$ cat src/rtl/led_pulse_stretcher_pkg.sv
// led_pulse_stretcher_pkg
//   Shared definitions for the LED pulse stretcher.
//   - State encodings are exported as plain localparams so that debug-bus
//     decoders and benches can compare o_debug[7:6] against the same values
//     the RTL uses.
//   - Counter and queue widths.
//   - A helper that packs the debug word in one place.
package led_pulse_stretcher_pkg;

  localparam int CNT_W  = 16;  // blink phase counter width (max 65535 cycles)
  localparam int PEND_W = 3;   // pending-event queue width (max 7 events)

  localparam logic [1:0] STATE_IDLE = 2'd0;
  localparam logic [1:0] STATE_ON   = 2'd1;
  localparam logic [1:0] STATE_OFF  = 2'd2;

  typedef enum logic [1:0] {
    ST_IDLE = STATE_IDLE,
    ST_ON   = STATE_ON,
    ST_OFF  = STATE_OFF
  } state_e;

  // Debug word layout: {state[1:0], led, overflow, pending[2:0], pulse}
  function automatic logic [7:0] pack_debug(
    input logic [1:0]        state,
    input logic              led,
    input logic              overflow,
    input logic [PEND_W-1:0] pending,
    input logic              pulse
  );
    return {state, led, overflow, pending, pulse};
  endfunction

endpackage

$ cat src/rtl/led_pulse_stretcher.sv
// led_pulse_stretcher
//   Turns single-cycle event strobes into human-visible LED blinks. Every
//   accepted event yields one blink of ON_CYCLES high followed by a mandatory
//   OFF_CYCLES low gap. Events that arrive while a blink is in progress are
//   queued in a saturating counter; an event that finds the queue full is
//   dropped and latches the sticky overflow flag.
//
// Ports
//   i_clk       system clock, rising edge
//   i_reset     asynchronous active-high reset
//   i_pulse     event strobe; each high cycle is one event
//   i_clear     synchronous clear: drop queue, abort blink, clear overflow
//   o_led       registered LED drive, active high
//   o_busy      high while a blink is active or events are queued
//   o_pending   queued-event count
//   o_overflow  sticky lost-event flag
//   o_debug     {state[1:0], o_led, o_overflow, o_pending[2:0], i_pulse}
module led_pulse_stretcher
  import led_pulse_stretcher_pkg::*;
#(
  parameter int ON_CYCLES   = 5,
  parameter int OFF_CYCLES  = 5,
  parameter int MAX_PENDING = 7
) (
  input  logic              i_clk,
  input  logic              i_reset,
  input  logic              i_pulse,
  input  logic              i_clear,
  output logic              o_led,
  output logic              o_busy,
  output logic [PEND_W-1:0] o_pending,
  output logic              o_overflow,
  output logic [7:0]        o_debug
);

  localparam logic [CNT_W-1:0]  ON_LAST  = CNT_W'(ON_CYCLES - 1);
  localparam logic [CNT_W-1:0]  OFF_LAST = CNT_W'(OFF_CYCLES - 1);
  localparam logic [PEND_W-1:0] PEND_MAX = PEND_W'(MAX_PENDING);

  state_e              r_state;
  logic [CNT_W-1:0]    r_cnt;
  logic [PEND_W-1:0]   r_pending;
  logic                r_led;
  logic                r_overflow;

  state_e              w_state_next;
  logic [CNT_W-1:0]    w_cnt_next;
  logic [PEND_W-1:0]   w_pending_next;
  logic                w_led_next;
  logic                w_overflow_next;
  logic                w_start;

  always_ff @(posedge i_clk or posedge i_reset) begin
    if (i_reset) begin
      r_state    <= ST_IDLE;
      r_cnt      <= '0;
      r_pending  <= '0;
      r_led      <= 1'b0;
      r_overflow <= 1'b0;
    end else begin
      r_state    <= w_state_next;
      r_cnt      <= w_cnt_next;
      r_pending  <= w_pending_next;
      r_led      <= w_led_next;
      r_overflow <= w_overflow_next;
    end
  end

  always_comb begin
    w_state_next    = r_state;
    w_cnt_next      = r_cnt;
    w_pending_next  = r_pending;
    w_overflow_next = r_overflow;
    w_start         = 1'b0;

    case (r_state)
      ST_IDLE: begin
        w_cnt_next = '0;
        if (r_pending != '0) begin
          w_start      = 1'b1;
          w_state_next = ST_ON;
        end
      end
      ST_ON: begin
        if (r_cnt == ON_LAST) begin
          w_cnt_next   = '0;
          w_state_next = ST_OFF;
        end else begin
          w_cnt_next = r_cnt + 1'b1;
        end
      end
      ST_OFF: begin
        if (r_cnt == OFF_LAST) begin
          w_cnt_next = '0;
          // Chain straight into the next queued blink with no idle cycle.
          if (r_pending != '0) begin
            w_start      = 1'b1;
            w_state_next = ST_ON;
          end else begin
            w_state_next = ST_IDLE;
          end
        end else begin
          w_cnt_next = r_cnt + 1'b1;
        end
      end
      default: begin
        // Unused encoding: fall back to IDLE with the LED off.
        w_cnt_next   = '0;
        w_state_next = ST_IDLE;
      end
    endcase

    // Arrival and consumption on the same edge cancel out, so a full queue
    // with a blink starting does not lose the new event.
    if (i_pulse && !w_start) begin
      if (r_pending == PEND_MAX) begin
        w_overflow_next = 1'b1;
      end else begin
        w_pending_next = r_pending + 1'b1;
      end
    end else if (!i_pulse && w_start) begin
      w_pending_next = r_pending - 1'b1;
    end

    if (i_clear) begin
      w_state_next    = ST_IDLE;
      w_cnt_next      = '0;
      w_pending_next  = '0;
      w_overflow_next = 1'b0;
    end

    // LED is registered from the next state so it is high exactly while in ON.
    w_led_next = (w_state_next == ST_ON);
  end

  assign o_led      = r_led;
  assign o_pending  = r_pending;
  assign o_overflow = r_overflow;
  assign o_busy     = (r_state != ST_IDLE) || (r_pending != '0);
  assign o_debug    = pack_debug(r_state, r_led, r_overflow, r_pending, i_pulse);

endmodule

$ cat config.mk
export PLATFORM = sky130hd
export DESIGN_NAME = led_pulse_stretcher
export DESIGN_NICKNAME = d
export VERILOG_FILES = /design/src/rtl/led_pulse_stretcher_pkg.sv /design/src/rtl/led_pulse_stretcher.sv
export SDC_FILE = /design/constraint.sdc
export NUM_CORES = 1
export LEC_CHECK = 0
export ABC_CLOCK_PERIOD_IN_PS = 3850
export CORE_UTILIZATION = 54
export DETAILED_ROUTE_END_ITERATION = 8
export PLACE_DENSITY = 0.77
export SLEW_MARGIN = 20
export SYNTH_ARGS = -nofsm -noshare
export SYNTH_HDL_FRONTEND = slang
export SYNTH_SLANG_ARGS = --single-unit
export TNS_END_PERCENT = 100
$ cat constraint.sdc
create_clock -name i_clk -period 3.85 [get_ports i_clk]
set_input_delay 1.155 -clock i_clk [delete_from_list [all_inputs] [get_ports i_clk]]
set_output_delay 1.155 -clock i_clk [all_outputs]
set_load 0.005 [all_outputs]
==> out/results.tsv <==
stage	metric	value	unit
die	die height	52.1	µm
routing	wire length on met3	81	µm
clocking	number of CTS-inserted buffers	3	
timing	Slew Viols, Final	0	
worst_setup_path	Worst path most repeated cell	clkdlybuf4s50_1	
timing	Hold Fails Final Rpt	0	
timing	Setup TNS Final	0	ns
timing	unrepaired setup endpoints after global routing	no	
power_and_ir_drop	power density over the cells	511	nW/µm²
routing	drt drc	0	
min_path	hold depth	1	
worst_setup_path	Crit. End Element	output pin	
die	Core Region	2300	µm²
clocking	Longest Clk Path Bufs	2	
timing	Fmax achieved	0.302	GHz
worst_setup_path	critical path's slowest cell	clkdlybuf4s50_1	
synth	Synth Flop Type	dfrtp_1	
synth	Seq/Total Area, Yosys	42.5	%
finish	Antenna Cells	0	
clocking	CTS tree	yes	
routing	First-pass DRT Iterations	4	
routing	top sig layer	met4	
clocking	htree depth	1	
finish	final net count	165	
finish	Syn-to-layout area delta	13.1	%
grt	first-pass GRT wire length	4.27	mm
routing	WL/cell	13.8	µm
die	DIE AREA	2710	µm²
finish	layout cells sized above 1	8.50	%
die	Initial Util	59.0	%
synth	Post-synth EDFFs	0	
timing	# setup viols final	0	
worst_setup_path	Worst Path Class, Setup	input pin to output pin	
synth	cell count after synthesis	140	
worst_setup_path	crit start category	input pin	
die	Die W	52.1	µm
routing	Via density	5.63	
worst_setup_path	Crit path depth	2	
placement	global placement routability congestion	0.810	
synth	Mapped Nets	151	
grt	gr ovfl total	0	
timing	crit share post-route	86.0	%
clocking	clock-pin slew on the worst setup and hold paths	0.12	ns
worst_setup_path	CP Buf/Inv Count	2	
clocking	clk_lat worst skew	0.31	ns
placement	Final HPWL DP	1.84	mm
clocking	Hold-fix buffers, CTS	0	
grt	vias in the first global route	995	
power_and_ir_drop	Peak VDD IR	0.383	mV
synth	Synth Register Bits	23	
clocking	Post-CTS Setup Bufs	0	
routing	Final ANT Viol Nets	0	
synth	Synth async-reset ratio	100	%
worst_setup_path	R2R depth	10	
timing	Least-Margin Pin Slew	0.876	ns
synth	Synth Cell Area	1360	µm²
die	Placement Rows	17	
worst_setup_path	CP delay by family, top	buffers and inverters	
routing	DR WL met2	1.27	mm
worst_setup_path	worst path cell trace	clkdlybuf4s50_1 -> clkdlybuf4s50_1	
grt	antenna violations before repair	0	
grt	pin count of the biggest net entering global routing	24	
die	IO Count	18	
min_path	worst min path class	register to register	
finish	commonest non-fill, non-tap cells in the layout	dfrtp_1, nor2_1, clkdlybuf4s50_1, xor2_1, inv_1	
outcome	outcome	finished clean	
worst_setup_path	Critical Path Fanout Max	3	
worst_setup_path	Req. time, crit path	2.69	ns
job	MaxCap Viol Count	0	
routing	Starting DRT DRC Count	17	
clocking	clock sink count	23	
synth	Unique masters post-synth	43	
routing	via count	1019	
worst_setup_path	crit path DAT	2.16	ns
grt	GRT Total Usage	21.9	%
placement	# port buffers	17	
clocking	Root Driver	clkbuf_4	
synth	Syn Area/Cell	9.68	µm²
power_and_ir_drop	Lkg Pwr	0.661	nW
timing	relative slew slack	41.5	%
timing	Hold WS	0.529	ns
routing	M1 wire length	1.12	mm
routing	Final Routed Wirelength	2.49	mm
synth	Synth warnings	0	
worst_setup_path	critical path's largest stage delay	0.50	ns
timing	Final Skew	0.00203	ns
clocking	PostCTS Resize Cnt	0	
finish	most common cell after layout, fill and taps aside	dfrtp_1	
timing	fin crit period	3.31	ns
## kinds of logic (layout without fill, tap and decap cells)
family | count (synthesis) | count (layout) | share of synthesized area (%)
multiplexers | 2 | 2 | 1.94
flip-flops | 23 | 23 | 42.5
buffers and inverters | 18 | 31 | 6.74
AO/OA/AOI/OAI | 16 | 16 | 9.05
adder cells (fa/ha/maj) | 7 | 7 | 7.02
AND/OR/NAND/NOR | 59 | 59 | 23.1
XOR/XNOR | 15 | 15 | 9.70
## report_power, final
part           total, mW  leakage [nW]  switching [mW]  internal [mW]
logic              0.367         0.329           0.166          0.201
registers          0.305         0.316          0.0367          0.268
clock network      0.112        0.0150          0.0714         0.0406
total              0.783         0.661           0.274          0.509
## layer usage
layer / track usage (%) / vias up
met1: 25.0 / 497
met5: 0 / -
met2: 39.7 / 24
li1: - / 496
met3: 3.51 / 2
met4: 9.01 / 0
## final cells by class
type	instances	area, µm²
timing repair buffer	17	170
inverter	10	37.5
fill	201	764
multi-input combinational	99	688
clock buffer	4	26.3
tap	28	35.0
sequential	23	576
## sequential cells by signal, summed over array words and instances, names as in the netlist
signal	flops
o_overflow	1
o_pending	3
r_state	2
o_led	1
r_cnt	16
## cell usage after synthesis (all sizes together) (2+ instances only)
| master | instances | area, µm² |
|---|---|---|
| dfrtp | 23 | 576 |
| nor2 | 23 | 88.8 |
| xor2 | 12 | 105 |
| inv | 10 | 37.5 |
| nand2 | 9 | 33.8 |
| buf | 8 | 53.8 |
| ha | 6 | 75.1 |
| nand3 | 6 | 30.0 |
| a21oi | 4 | 23.8 |
| and3 | 4 | 25.0 |
| o21ai | 3 | 15.0 |
| xnor2 | 3 | 26.3 |
| mux2 | 2 | 26.3 |
| nand4 | 2 | 12.5 |
| nor2b | 2 | 12.5 |
| nor4 | 2 | 18.8 |
| or4 | 2 | 22.5 |
## path summary, 6_finish.rpt
check	from	end	slack [ns]
worst max-delay path	i_pulse	o_debug[0]	0.54
worst min-delay path	r_cnt[0]	r_cnt[0]	0.53
worst max register to register	r_state[0]	o_pending[2]	0.85
worst min register to register	r_cnt[0]	r_cnt[0]	0.53
max in group asynchronous	i_reset	r_cnt[11]	2.01
min in group asynchronous	i_reset	o_pending[1]	1.31
## per-stage QoR
stage / instances / instance area (µm²) / utilization, % / setup slack, ns / power, mW
2_1_floorplan: 140 / 1360 / - / 1.10 / 0.551
3_3_place_gp: 177 / 1510 / 65.6 / 0.543 / 0.655
3_5_place_dp: 177 / 1510 / 65.6 / 0.541 / 0.678
4_1_cts: 181 / 1530 / 66.7 / 0.540 / 0.792
5_1_grt: 181 / 1530 / 66.7 / 0.510 / 0.844
6_report: 181 / 1530 / 66.7 / 0.538 / 0.783
Note: power is estimated with default switching activity, not from simulation.
